### src/rtl/seg7_pkg.sv
// Shared seven-segment definitions: bus widths and the digit pattern set.
// Bit 0 is segment a, bit 6 is segment g, active-high.
package seg7_pkg;

    localparam int SEG_W   = 7;
    localparam int DIGIT_W = 4;

    localparam logic [SEG_W-1:0] SEG_0     = 7'h3F;
    localparam logic [SEG_W-1:0] SEG_1     = 7'h06;
    localparam logic [SEG_W-1:0] SEG_2     = 7'h5B;
    localparam logic [SEG_W-1:0] SEG_3     = 7'h4F;
    localparam logic [SEG_W-1:0] SEG_4     = 7'h66;
    localparam logic [SEG_W-1:0] SEG_5     = 7'h6D;
    localparam logic [SEG_W-1:0] SEG_6     = 7'h7D;
    localparam logic [SEG_W-1:0] SEG_7     = 7'h07;
    localparam logic [SEG_W-1:0] SEG_8     = 7'h7F;
    localparam logic [SEG_W-1:0] SEG_9     = 7'h6F;
    localparam logic [SEG_W-1:0] SEG_BLANK = 7'h00;

endpackage

### src/rtl/seg7_monitor_if.sv
// Segment bus into the monitor plus its decoded/checked results.
// master: the side driving the pins and observing results; slave: the monitor.
interface seg7_monitor_if;
    import seg7_pkg::*;

    logic [SEG_W-1:0]   seg_in;
    logic [DIGIT_W-1:0] digit;
    logic               digit_valid;
    logic               illegal;
    logic               seq_err;
    logic               period_err;
    logic               locked;
    logic [23:0]        last_period;
    logic [7:0]         err_count;

    modport master (
        output seg_in,
        input  digit, digit_valid, illegal, seq_err, period_err,
        input  locked, last_period, err_count
    );

    modport slave (
        input  seg_in,
        output digit, digit_valid, illegal, seq_err, period_err,
        output locked, last_period, err_count
    );

endinterface

### src/rtl/seg7_decode.sv
// Combinational pattern-to-digit decoder; anything outside the table
// (blank included) is flagged as not legal.
module seg7_decode
    import seg7_pkg::*;
(
    input  logic [SEG_W-1:0]   seg,
    output logic [DIGIT_W-1:0] digit,
    output logic               legal
);

    // Table lookup with a safe default for unknown patterns
    always_comb begin
        digit = '0;
        legal = 1'b1;
        case (seg)
            SEG_0:   digit = 4'd0;
            SEG_1:   digit = 4'd1;
            SEG_2:   digit = 4'd2;
            SEG_3:   digit = 4'd3;
            SEG_4:   digit = 4'd4;
            SEG_5:   digit = 4'd5;
            SEG_6:   digit = 4'd6;
            SEG_7:   digit = 4'd7;
            SEG_8:   digit = 4'd8;
            SEG_9:   digit = 4'd9;
            default: legal = 1'b0;
        endcase
    end

endmodule

### src/rtl/seg7_monitor.sv
// Receive-side checker for the seconds display: synchronizes and debounces
// the segment bus, decodes each newly stable pattern, and checks digit order
// and accept-to-accept spacing against the transmitter's prescaler.
module seg7_monitor
    import seg7_pkg::*;
#(
    parameter logic [23:0] MAX_COUNT     = 24'd10_000_000,
    parameter logic [23:0] TOLERANCE     = 24'd1_000,
    parameter int          STABLE_CYCLES = 4,
    parameter logic [3:0]  LAST_DIGIT    = 4'd8
) (
    input  logic          clk,
    input  logic          reset,
    seg7_monitor_if.slave bus
);

    localparam int          SYNC_STAGES = 2;
    localparam logic [3:0]  STAB_LAST   = 4'(STABLE_CYCLES - 1);
    // Nominal distance widened so MAX_COUNT = all-ones cannot wrap
    localparam logic [24:0] PERIOD_NOM  = {1'b0, MAX_COUNT} + 25'd1;

    logic [SEG_W-1:0]   sync_q [SYNC_STAGES];
    logic [SEG_W-1:0]   s2;

    logic [SEG_W-1:0]   cand_q, cand_d;
    logic [3:0]         stab_q, stab_d;
    logic [SEG_W-1:0]   acc_q, acc_d;
    logic [23:0]        period_q, period_d;
    logic [DIGIT_W-1:0] digit_q, digit_d;
    logic               valid_q, valid_d;
    logic               illegal_q, illegal_d;
    logic               seq_q, seq_d;
    logic               per_q, per_d;
    logic               locked_q, locked_d;
    logic [23:0]        lp_q, lp_d;
    logic [7:0]         err_q, err_d;

    logic [DIGIT_W-1:0] dec_digit;
    logic               dec_legal;
    logic               accept;
    logic [DIGIT_W-1:0] exp_next;
    logic [24:0]        period_ext;
    logic [24:0]        deviation;
    logic               period_bad;
    logic               any_err;

    // Synchronizer chain; the last stage is the sampled bus the filter sees
    generate
        for (genvar gi = 0; gi < SYNC_STAGES; gi++) begin : g_sync
            if (gi == 0) begin : g_first
                // First stage samples the asynchronous pins
                always_ff @(posedge clk) begin
                    if (reset) sync_q[gi] <= '0;
                    else       sync_q[gi] <= bus.seg_in;
                end
            end else begin : g_rest
                // Later stages settle metastability
                always_ff @(posedge clk) begin
                    if (reset) sync_q[gi] <= '0;
                    else       sync_q[gi] <= sync_q[gi-1];
                end
            end
        end
    endgenerate

    assign s2 = sync_q[SYNC_STAGES-1];

    seg7_decode u_decode (
        .seg   (cand_q),
        .digit (dec_digit),
        .legal (dec_legal)
    );

    // A pattern is taken once: it must be stable long enough and differ from the last one taken
    assign accept   = (stab_q == STAB_LAST) && (s2 == cand_q) && (cand_q != acc_q);
    assign exp_next = (digit_q == LAST_DIGIT) ? '0 : digit_q + 4'd1;

    // Absolute deviation of the measured period from nominal
    always_comb begin
        period_ext = {1'b0, period_q};
        deviation  = '0;
        if (period_ext >= PERIOD_NOM) deviation = period_ext - PERIOD_NOM;
        else                          deviation = PERIOD_NOM - period_ext;
        period_bad = deviation > {1'b0, TOLERANCE};
    end

    // Filter, decode-check and counter next-state
    always_comb begin
        cand_d    = cand_q;
        stab_d    = stab_q;
        acc_d     = acc_q;
        period_d  = period_q;
        digit_d   = digit_q;
        valid_d   = 1'b0;
        illegal_d = 1'b0;
        seq_d     = 1'b0;
        per_d     = 1'b0;
        locked_d  = locked_q;
        lp_d      = lp_q;
        err_d     = err_q;
        any_err   = 1'b0;

        if (s2 != cand_q) begin
            cand_d = s2;
            stab_d = '0;
        end else if (stab_q < STAB_LAST) begin
            stab_d = stab_q + 4'd1;
        end

        if (accept) begin
            acc_d = cand_q;
            if (dec_legal) begin
                digit_d  = dec_digit;
                valid_d  = 1'b1;
                lp_d     = period_q;
                period_d = 24'd1;
                // Order and spacing are only meaningful against a trusted previous digit
                if (locked_q) begin
                    seq_d = (dec_digit != exp_next);
                    per_d = period_bad;
                end
                locked_d = 1'b1;
            end else begin
                // Illegal accepts leave the period measurement running untouched
                illegal_d = 1'b1;
                locked_d  = 1'b0;
            end
        end else if (period_q != 24'hFF_FFFF) begin
            period_d = period_q + 24'd1;
        end

        // One count per erroneous accept, however many flags it raised
        any_err = illegal_d | seq_d | per_d;
        if (any_err && (err_q != 8'hFF)) err_d = err_q + 8'd1;
    end

    // State and registered outputs
    always_ff @(posedge clk) begin
        if (reset) begin
            cand_q    <= SEG_BLANK;
            stab_q    <= '0;
            acc_q     <= SEG_BLANK;
            period_q  <= '0;
            digit_q   <= '0;
            valid_q   <= 1'b0;
            illegal_q <= 1'b0;
            seq_q     <= 1'b0;
            per_q     <= 1'b0;
            locked_q  <= 1'b0;
            lp_q      <= '0;
            err_q     <= '0;
        end else begin
            cand_q    <= cand_d;
            stab_q    <= stab_d;
            acc_q     <= acc_d;
            period_q  <= period_d;
            digit_q   <= digit_d;
            valid_q   <= valid_d;
            illegal_q <= illegal_d;
            seq_q     <= seq_d;
            per_q     <= per_d;
            locked_q  <= locked_d;
            lp_q      <= lp_d;
            err_q     <= err_d;
        end
    end

    assign bus.digit       = digit_q;
    assign bus.digit_valid = valid_q;
    assign bus.illegal     = illegal_q;
    assign bus.seq_err     = seq_q;
    assign bus.period_err  = per_q;
    assign bus.locked      = locked_q;
    assign bus.last_period = lp_q;
    assign bus.err_count   = err_q;

endmodule

### src/flat_wrapper.sv
// flat-port wrapper written by rule: the top's interface ports become plain ports
module seg7_monitor_flat import seg7_pkg::*;
#(
    parameter logic [23:0] MAX_COUNT     = 24'd10_000_000,
    parameter logic [23:0] TOLERANCE     = 24'd1_000,
    parameter int          STABLE_CYCLES = 4,
    parameter logic [3:0]  LAST_DIGIT    = 4'd8
)
  (clk, reset, bus_seg_in, bus_digit, bus_digit_valid, bus_illegal, bus_seq_err, bus_period_err, bus_locked, bus_last_period, bus_err_count);
  seg7_monitor_if bus_i ();
  input  logic clk;
  input  logic reset;
  input wire logic [$bits(bus_i.seg_in)-1:0] bus_seg_in;
  output wire logic [$bits(bus_i.digit)-1:0] bus_digit;
  output wire logic [$bits(bus_i.digit_valid)-1:0] bus_digit_valid;
  output wire logic [$bits(bus_i.illegal)-1:0] bus_illegal;
  output wire logic [$bits(bus_i.seq_err)-1:0] bus_seq_err;
  output wire logic [$bits(bus_i.period_err)-1:0] bus_period_err;
  output wire logic [$bits(bus_i.locked)-1:0] bus_locked;
  output wire logic [$bits(bus_i.last_period)-1:0] bus_last_period;
  output wire logic [$bits(bus_i.err_count)-1:0] bus_err_count;
  assign bus_i.seg_in = bus_seg_in;
  assign bus_digit = bus_i.digit;
  assign bus_digit_valid = bus_i.digit_valid;
  assign bus_illegal = bus_i.illegal;
  assign bus_seq_err = bus_i.seq_err;
  assign bus_period_err = bus_i.period_err;
  assign bus_locked = bus_i.locked;
  assign bus_last_period = bus_i.last_period;
  assign bus_err_count = bus_i.err_count;
  seg7_monitor #(.MAX_COUNT(MAX_COUNT), .TOLERANCE(TOLERANCE), .STABLE_CYCLES(STABLE_CYCLES), .LAST_DIGIT(LAST_DIGIT)) u_core (.clk(clk), .reset(reset), .bus(bus_i));
endmodule
### config.mk
export PLATFORM = sky130hd
export DESIGN_NAME = seg7_monitor_flat
export DESIGN_NICKNAME = d
export VERILOG_FILES = /design/src/rtl/seg7_pkg.sv /design/src/rtl/seg7_monitor_if.sv /design/src/rtl/seg7_decode.sv /design/src/rtl/seg7_monitor.sv /design/src/flat_wrapper.sv
export SDC_FILE = /design/constraint.sdc
export NUM_CORES = 1
export LEC_CHECK = 0
export ABC_AREA = 1
export CAP_MARGIN = 30
export CELL_PAD_IN_SITES_DETAIL_PLACEMENT = 2
export CELL_PAD_IN_SITES_GLOBAL_PLACEMENT = 2
export CORE_ASPECT_RATIO = 0.9
export CORE_UTILIZATION = 29
export DETAILED_ROUTE_END_ITERATION = 16
export GPL_TIMING_DRIVEN = 0
export PLACE_DENSITY = 0.86
export SLEW_MARGIN = 10
export SYNTH_ARGS = -nofsm -noshare
export SYNTH_HDL_FRONTEND = slang
export SYNTH_SLANG_ARGS = --single-unit
### constraint.sdc
create_clock -name clk -period 2.4 [get_ports clk]
set_input_delay 0.36 -clock clk [delete_from_list [all_inputs] [get_ports clk]]
set_output_delay 0.36 -clock clk [all_outputs]
set_load 0.02 [all_outputs]
Word-level counts from Yosys, hierarchy flattened
Memory sizes are Yosys's and may differ from the RTL's.
Cells that the tools add are included.
- bits of input ports: 9
- logic and storage cells: 76
- output and inout bits: 41
- latch bits: 0
- memory bits (writable): 14
- memory bits (read-only): 0
- memories: 1
- register bits: 83
- memories (name ; depth ; width ; read ports ; clocked after Yosys merged registers in ; wr ports ; line ; source):
    u_core.sync_q ; 2 ; 7 ; 2 ; 0 ; 2 ; seg7_monitor.sv:22 ; logic [SEG_W-1:0] sync_q [SYNC_STAGES];
- div/mod/pow operators: 0
- shifts and indexed selects: 0
- mux-type cells: 21
- multiply operators: 0
- reduce and logical (&&, ||, !) cells: 9
- bitwise gates (word level): 5
- magnitude comparators: 3
- add/subtract/negate cells: 6
- equality and inequality tests: 19
- operators with widths (kind ; count):
    2-to-1 mux 24 bit ; 3
    == test 7 bit (second input constant) ; 7
    one-hot mux 4 bit (9 select lines) ; 1
    > comparator 25 x 10 -> 1 bit (second input constant) ; 1
    2-to-1 mux 25 bit ; 1
    subtractor 24 x 24 -> 25 bit (first input constant) ; 1
    subtractor 24 x 24 -> 25 bit (second input constant) ; 1
    adder 24 x 1 -> 24 bit (second input constant) ; 1
    >= comparator 24 bit (second input constant) ; 1
    != test 24 bit (second input constant) ; 1
    == test 7 x 3 -> 1 bit (second input constant) ; 2
    2-to-1 mux 7 bit ; 2
    != test 7 bit ; 2
    2-to-1 mux 1 bit ; 13
    OR reduction 10 bit ; 1
    adder 4 x 1 -> 4 bit (second input constant) ; 2
    adder 8 x 1 -> 8 bit (second input constant) ; 1
    != test 8 bit (second input constant) ; 1
    == test 7 x 6 -> 1 bit (second input constant) ; 1
    == test 7 bit ; 1
    == test 4 x 2 -> 1 bit (second input constant) ; 1
    == test 4 bit (second input constant) ; 1
    less-than comparator 4 x 2 -> 1 bit (second input constant) ; 1
    2-to-1 mux 4 bit ; 1
    8 further kinds ; 15

Depth between registers and ports, before layout
Gate-level depths: netlist of the first run.
- word-level depth: 9
- mapped depth: 25
- gate-level depth less buffers: 22

Cells and area by module
A second synthesis of the first run with hierarchy kept.
- cell total of the unflattened synthesis: 1138
- area, all modules: 6934.2 um^2
- modules (own cells, without submodules) (module ; area an instance (um^2) ; cells each ; times used):
    seg7_monitor ; 6701.4 ; 1087 ; 1
    seg7_decode ; 232.7 ; 51 ; 1

Least setup slack after synthesis of the first run
OpenSTA, ideal clock, no wires.
- path type: register to register
- start: register u_core.period_q[1]
- end: register u_core.err_q[7] (netlist: u_core.bus.err_count[7])
- data required time: 2.275 ns
- period minus slack after synthesis: 2.672 ns
- stages on the path, launching flop included: 22
- data arrival time: 2.547 ns
- slack: -0.272 ns
- cells stage by stage: dfxtp_1 inv_1 ha_1 a21boi_0 nand2_1 nand2_1 nand3_1 nand2_1 nand2_1 nand2_1 nand2_1 nor2_1 nand2_1 nor2_1 nand3_1 nand3_1 nand2_2 buf_6 nand3_1 nand2_1 nand2_1 nor2_2
- cells in the longest elaborated chain, start to end: 8
- ends and longest elaborated chain (element ; line ; source):
    start: declaration ; seg7_monitor.sv:28 ; logic [23:0] period_q, period_d;
    start signal: assignment ; seg7_monitor.sv:156 ; period_q <= period_d;
    subtractor 24 x 24 -> 25 bit, or another cell as far along ; seg7_monitor.sv:83 ; else deviation = PERIOD_NOM - period_ext;
    2-to-1 mux 25 bit * ; seg7_monitor.sv:82 ; if (period_ext >= PERIOD_NOM) deviation = period_ext - PERIOD_NOM;
    > comparator 25 x 10 -> 1 bit * ; seg7_monitor.sv:84 ; period_bad = deviation > {1'b0, TOLERANCE};
    2-to-1 mux 1 bit * ; seg7_monitor.sv:118 ; if (locked_q) begin
    2-to-1 mux 1 bit * ; seg7_monitor.sv:112 ; if (dec_legal) begin
    2-to-1 mux 1 bit * ; seg7_monitor.sv:110 ; if (accept) begin
    OR 1 bit * ; seg7_monitor.sv:133 ; any_err = illegal_d | seq_d | per_d;
    logical AND 1 bit * ; seg7_monitor.sv:134 ; if (any_err && (err_q != 8'hFF)) err_d = err_q + 8'd1;
    end signal: assignment ; seg7_monitor.sv:164 ; err_q <= err_d;
    end: declaration ; seg7_monitor.sv:36 ; logic [7:0] err_q, err_d;
Every way passes the cells marked *; elsewhere a longest branch is shown, timed or not.
A chain may end at the register's enable or synchronous reset.

Worst setup path in the final report of the first run
- start: register u_core.period_q[0]
- end: register u_core.period_q[13]
- cells in the longest elaborated chain, start to end: 3
- ends and longest elaborated chain (element ; line):
    adder 24 x 1 -> 24 bit / != test 24 bit (equally long branches) ; seg7_monitor.sv:129, seg7_monitor.sv:128
    2-to-1 mux 24 bit / nonzero test 2 bit (equally long branches) ; -
    2-to-1 mux 24 bit / AND reduction 2 bit (equally long branches) ; -
Parallel ways exist; a longest one is shown, timed or not. The select of a mux whose other input is x is not followed.

==> results.sh, run 1 <==
export IMPL_status="finished, violations left"
export IMPL_violations="negative setup slack"
export IMPL_routed_via_count=10500
export IMPL_rows=52
export IMPL_firstDrtPassIters=7
export IMPL_whs_ns=0.4307
export IMPL_grt_setup_unrepaired="true"
export IMPL_ys_warn_count=0
export IMPL_worstSetupPathType="flip-flop to flip-flop"
export IMPL_synthCells=1122
export IMPL_power_leakage_nw=4.744
export IMPL_critPathLaunch="u_core.period_q[0]"
export IMPL_grt_pass1_vias=9867
export IMPL_dieWidth_microns=163.9
export IMPL_core_area_sq_um=22840
export IMPL_grt_pass1_wl_mm=64.71
export IMPL_postCtsHoldBufs=0
export IMPL_place_congestion=0.9096
export IMPL_antenna_found_initial=8
export IMPL_fmax_mhz=243.6
export IMPL_finalCritPeriodShare=1.711
export IMPL_port_buffers=49
export IMPL_drt_total_wl_mm=61.47
export IMPL_die_h_microns=147.7
export IMPL_io_pins=50
export IMPL_initial_core_util=0.2997
export IMPL_relSlewSlack=0.08140
export IMPL_drt_iter0_drc=1022
export IMPL_slowest_delay_ns=0.87
export IMPL_insertion_delay_ns=0.42
export IMPL_crit_fanout=4
export IMPL_synth_seq_cells=97
export IMPL_holdCritStartpoint="u_core.sync_q[0][4]"
export IMPL_hpwl_mm=23.36
export IMPL_endpoint_kind="flip-flop"
export IMPL_r2r_start="u_core.period_q[0]"
export IMPL_synthDistinctLibCells=51
export IMPL_grt_overflow_total=0
export IMPL_worst_slew_pin_slew_ns=1.378
export IMPL_crit_slowest_cell="a221oi_2"
export IMPL_p_per_area_nw_per_um2=359.6
export IMPL_cp_required_ns=2.60
export IMPL_cts_made_buffers=9
export IMPL_synth_nets=1142
export IMPL_detail_route_antenna_nets=0
export IMPL_avgViaCountPerCell=6.477
export IMPL_arrival_ns=4.30
export IMPL_layout_drive_gt1_share=0.3914
export IMPL_ir_worst_vdd_mv=0.3859
export IMPL_syn_area_sq_um=6844
export IMPL_hp_class="flip-flop to flip-flop"
export IMPL_cap_violations=0
export IMPL_min_period_ns=4.106
export IMPL_wl_per_cell_microns=37.92
export IMPL_die_area_sq_um=24220
export IMPL_syn_avg_cell_area_sq_um=6.100
export IMPL_worstPathCellList="buf_4, ha_4, nand2_4, nor3_4, nand2_2, nor2_4, nand2_4, nor2_4, nand3_4, nor3_4, buf_12, a31oi_4, inv_4, buf_6, nand3_2, a221oi_2"
export IMPL_ys_seq_area_frac=0.2837
export IMPL_grt_usage=0.3633
export IMPL_grt_max_degree=21
export IMPL_drc=0
export IMPL_fin_ws_ns=-1.706
export IMPL_async_flop_share=0
export IMPL_nNetsFinal=1336
export IMPL_worstSetupStartpointType="flip-flop"
export IMPL_finalPower_w=0.003945
export IMPL_area_growth_pct=60.29
export IMPL_clock_root_buffer="clkbuf_16"
export IMPL_synth_main_ff_cell="dfxtp_1"
export IMPL_cts_sinks=97
export IMPL_finClkSkew_ns=0.03531
export IMPL_clk_pin_slew_ns=0.09
export IMPL_finalHoldViolations=0
export IMPL_cts_buffer_depth=2
export IMPL_setup_viol=73
export IMPL_cts_tree="yes"
export IMPL_synth_enable_flop_cells=0
export IMPL_slew_violations=0
export IMPL_htree_levels=3
-- layout by cell type (no fill, tap or decap), drive strengths merged, types with 3 or more instances in the layout --
cell / instances
xnor2: 12
clkdlybuf4s50: 49
clkbuf: 23
nor2: 163
nor4: 3
ha: 11
or2: 3
inv: 113
nand2: 354
o22ai: 4
clkinvlp: 6
buf: 169
xor2: 30
clkinv: 11
nand3: 87
diode: 3
nand4: 26
nor3: 15
o21ai: 54
a221oi: 3
o311a: 4
a21oi: 64
a211oi: 3
dfxtp: 97
-- critical path, delay by kind of cell, from the launching register on --
family,cells,cell delay (ns)
buf+inv,4,0.66
simple gates,9,1.49
fa+ha+maj,1,0.19
compound gates,2,1.10
flops,1,0.43
-- flip-flops by register name, indices dropped and copies added (netlist names) --
name and count:
u_core.bus.period_err 1, u_core.bus.digit 4, u_core.bus.err_count 8, u_core.bus.seq_err 1
u_core.bus.locked 1, u_core.stab_q 4, u_core.acc_q 7, u_core.sync_q 14
u_core.period_q 24, u_core.bus.illegal 1, u_core.bus.last_period 24, u_core.cand_q 7
u_core.bus.digit_valid 1
-- report_power, final --
part / total [W] / internal (W) / switching (W)
clock network: 0.00172 / 0.000749 / 0.000971
logic: 0.000572 / 0.000200 / 0.000372
registers: 0.00165 / 0.00162 / 0.0000328
-- timing repair --
| item | 4_1_cts | 5_1_grt |
|---|---|---|
| pin swaps | 31 | 58 |
| gates cloned | 2 | 8 |
| setup buffers | 59 | 76 |
| resized for setup | 232 | 293 |
| setup endpoints to repair | 72 | 68 |
-- cell type report --
cell class | count | area, sq um
Clock buffer | 9 | 225.2
Timing Repair Buffer | 190 | 1836
Fill cell | 2561 | 11870
Inverter | 123 | 568.0
Antenna cell | 3 | 7.507
Tap cell | 297 | 371.6
Clock inverter | 7 | 81.33
Multi-Input combinational cell | 853 | 5410
Sequential cell | 97 | 1999
Buffer | 42 | 471.7
-- layer usage --
layer	share of wire	GRT usage	vias up
li1	-	-	3971
met2	0.45	0.6129	841
met4	0.11	0.2079	12
met3	0.10	0.06706	432
met1	0.35	0.4303	5243
met5	0.0015	0	-
-- synth_stat cells, types with 8 or more instances --
master	count	share of area
xnor2_1	12	0.015
buf_4	9	0.0099
o21ai_0	47	0.034
nor2_2	10	0.0091
nor2_1	149	0.082
buf_2	15	0.011
nand4_1	26	0.024
inv_1	104	0.057
clkbuf_1	13	0.0071
ha_1	11	0.020
nand2_1	345	0.19
nand3_1	86	0.063
xor2_1	30	0.038
inv_2	11	0.0060
a21oi_1	63	0.046
buf_6	8	0.013
nor3_1	12	0.0088
dfxtp_1	97	0.28
-- kinds of logic after synthesis --
group / Yosys count / synth area share
AO/OA/AOI/OAI: 144 / 0.1190
buffers and inverters: 172 / 0.1137
XOR/XNOR: 42 / 0.05375
adder cells (fa/ha/maj): 11 / 0.02011
AND/OR/NAND/NOR: 656 / 0.4097
flip-flops: 97 / 0.2837
-- through the flow --
step           setup TNS, ns  std cells    util  worst slack, ns  instance area (sq um)
2_1_floorplan              0       1122       -         0.007691                   6852
3_3_place_gp          -32.48       1468  0.3378          -0.9391                   7714
3_5_place_dp          -40.77       1468  0.3378           -1.083                   7714
4_1_cts               -4.519       1541  0.4026          -0.4522                   9195
5_1_grt               -46.71       1618  0.4801           -1.546                  10960
6_report              -45.04       1621  0.4804           -1.706                  10970
-- path summary, 6_finish.rpt --
kind                                            end  slack, ns  depth (start not counted)
worst max-delay path            u_core.period_q[13]      -1.71                         16
worst min-delay path            u_core.sync_q[1][4]       0.43                          2
worst max register to register  u_core.period_q[13]      -1.71                         16
worst min register to register  u_core.sync_q[1][4]       0.43                          2
Power figures use the tool's default switching activity.
==> run 2, diff against run 1 <==
CORE_UTILIZATION = 35   (was 29)
PLACE_DENSITY = 0.95   (was 0.86)
clock period = 5.1 ns   (was 2.4 ns; I/O delays follow)
==> run 2 against run 1 <==
The flow now finishes without violations. Flip-flop and latch count stayed put. Setup slack gained 2.7 ns. Fmax up 0.32%. Critical path type unchanged. Largest cell class unchanged. Largest power group is now sequential cells.
==> results.sh, run 2 (same netlist as run 1, synthesis figures left out) <==
export IMPL_status="complete, no violations"
export IMPL_layout_drive_gt1_share=0.08172
export IMPL_area_growth_pct=16.22
export IMPL_io_pins=50
export IMPL_slew_violations=0
export IMPL_cts_tree="yes"
export IMPL_final_common_cell="nand2_1"
export IMPL_firstDrtPassIters=5
export IMPL_min_period_ns=4.092
export IMPL_multi_input_area_sq_um=4124
export IMPL_fin_ws_ns=1.008
export IMPL_finalHoldViolations=0
export IMPL_antenna_cells=0
export IMPL_drt_total_wl_mm=37.79
export IMPL_pre_cts_ws_ns=1.331
export IMPL_avgViaCountPerCell=5.931
export IMPL_cts_sinks=97
export IMPL_seq_area_sq_um=1942
export IMPL_crit_slowest_cell="a21boi_0"
export IMPL_detail_route_antenna_nets=0
export IMPL_relSlewSlack=0.4752
export IMPL_initial_core_util=0.3572
export IMPL_setup_viol=0
export IMPL_wl_per_cell_microns=26.30
export IMPL_die_h_microns=134.7
export IMPL_finClkSkew_ns=0.01628
export IMPL_cts_buffer_depth=2
export IMPL_grt_overflow_total=0
export IMPL_fmax_mhz=244.4
export IMPL_worstSetupStartpointType="flip-flop"
export IMPL_cts_made_buffers=9
export IMPL_clock_root_buffer="clkbuf_16"
export IMPL_cp_top_family="simple AND/OR/NAND/NOR gates"
export IMPL_dieWidth_microns=149.4
export IMPL_routed_via_count=8523
export IMPL_core_area_sq_um=19160
export IMPL_whs_ns=0.4345
export IMPL_slowest_delay_ns=0.64
export IMPL_endpoint_kind="flip-flop"
export IMPL_cp_required_ns=5.36
export IMPL_tns_ns=0
export IMPL_grt_max_degree=21
export IMPL_crit_fanout=10
export IMPL_fin_cells=1437
export IMPL_grt_usage=0.3825
export IMPL_grt_pass1_vias=9210
export IMPL_finalCritPeriodShare=0.8024
export IMPL_hpwl_mm=26.35
export IMPL_final_cell_mix="nand2_1 (345), nor2_1 (149), inv_1 (104), dfxtp_1 (97), nand3_1 (86)"
export IMPL_insertion_delay_ns=0.39
export IMPL_p_per_area_nw_per_um2=213.1
export IMPL_dp_cells=1421
export IMPL_htree_levels=3
export IMPL_die_area_sq_um=20120
export IMPL_cts_resized_gates=0
export IMPL_worstSetupPathType="flip-flop to flip-flop"
export IMPL_rows=48
export IMPL_cap_violations=0
export IMPL_grt_setup_unrepaired="false"
export IMPL_postCtsHoldBufs=0
export IMPL_crit_buf_inv=2
export IMPL_drt_iter0_drc=664
export IMPL_worstPathCellList="inv_1, ha_1, a21boi_0, nand2_1, nand2_1, nand3_1, nand2_1, nand3_1, nand2_1, nand2_1, nor2_1, nand2_1, nor2_1, nand3_1, nand3_1, nand2_2, buf_6, nand3_1, nand2_1, nand2_1, nor2_2"
export IMPL_worst_slew_pin_slew_ns=0.7871
export IMPL_drc=0
export IMPL_fin_util=0.4152
export IMPL_port_buffers=49
export IMPL_arrival_ns=4.35
export IMPL_nNetsFinal=1202
export IMPL_ir_worst_vdd_mv=0.1552
export IMPL_antenna_found_initial=1
export IMPL_clk_pin_slew_ns=0.09
export IMPL_fill_cells=2389
export IMPL_grt_pass1_wl_mm=56.81
export IMPL_cpMostUsedCell="nand2_1"
export IMPL_hp_class="flip-flop to flip-flop"
export IMPL_place_congestion=0.9418
export IMPL_post_cts_setup_buffers=0
export IMPL_power_leakage_nw=3.547
==> run 2: power by group <==
group / internal, W / total (W) / leakage [nW] / switching [W]
Combinational: 0.0000424 / 0.000148 / 2.61 / 0.000105
Clock: 0.000352 / 0.000771 / 0.150 / 0.000419
Sequential: 0.000766 / 0.000776 / 0.785 / 0.00000996
Total: 0.00116 / 0.00170 / 3.55 / 0.000535
==> run 2: metal layers <==
metal  share of wire  track usage
met2            0.48       0.6420
met3           0.057      0.07027
met4           0.057       0.2330
met5               0            0
met1            0.40       0.4514
==> run 2: area by class of cell <==
| cell class | count | share of cell area |
|---|---|---|
| timing repair buffer | 49 | 0.06166 |
| inverter | 123 | 0.05915 |
| tap | 250 | 0.03933 |
| buffer | 49 | 0.03870 |
| clock inverter | 7 | 0.01022 |
| clock buffer | 9 | 0.02832 |
| sequential | 97 | 0.2441 |
| multi-input combinational | 853 | 0.5185 |
==> run 2: worst paths after layout <==
path,startpoint,end,slack [ns],depth (start not counted)
max,u_core.period_q[2],u_core.bus.err_count[7],1.01,21
min,u_core.sync_q[0][3],u_core.sync_q[1][3],0.43,2
max reg2reg,u_core.period_q[2],u_core.bus.err_count[7],1.01,21
min reg2reg,u_core.sync_q[0][3],u_core.sync_q[1][3],0.43,2
==> run 2: tightest hold or removal path, delay by kind of cell (launching register included) <==
| family | cells | cell delay [ns] |
|---|---|---|
| AND/OR/NAND/NOR | 1 | 0.04 |
| flip-flops | 1 | 0.31 |
| buffers and inverters | 1 | 0.05 |
==> run 2: per-stage QoR <==
stage                     total power [W]  instance area, sq um
final                            0.001695                  7954
after global routing             0.001728                  7954
after CTS                        0.001692                  7954
after detailed placement        0.0009301                  7647
after global placement          0.0009127                  7647
after floorplan                 0.0008750                  6844
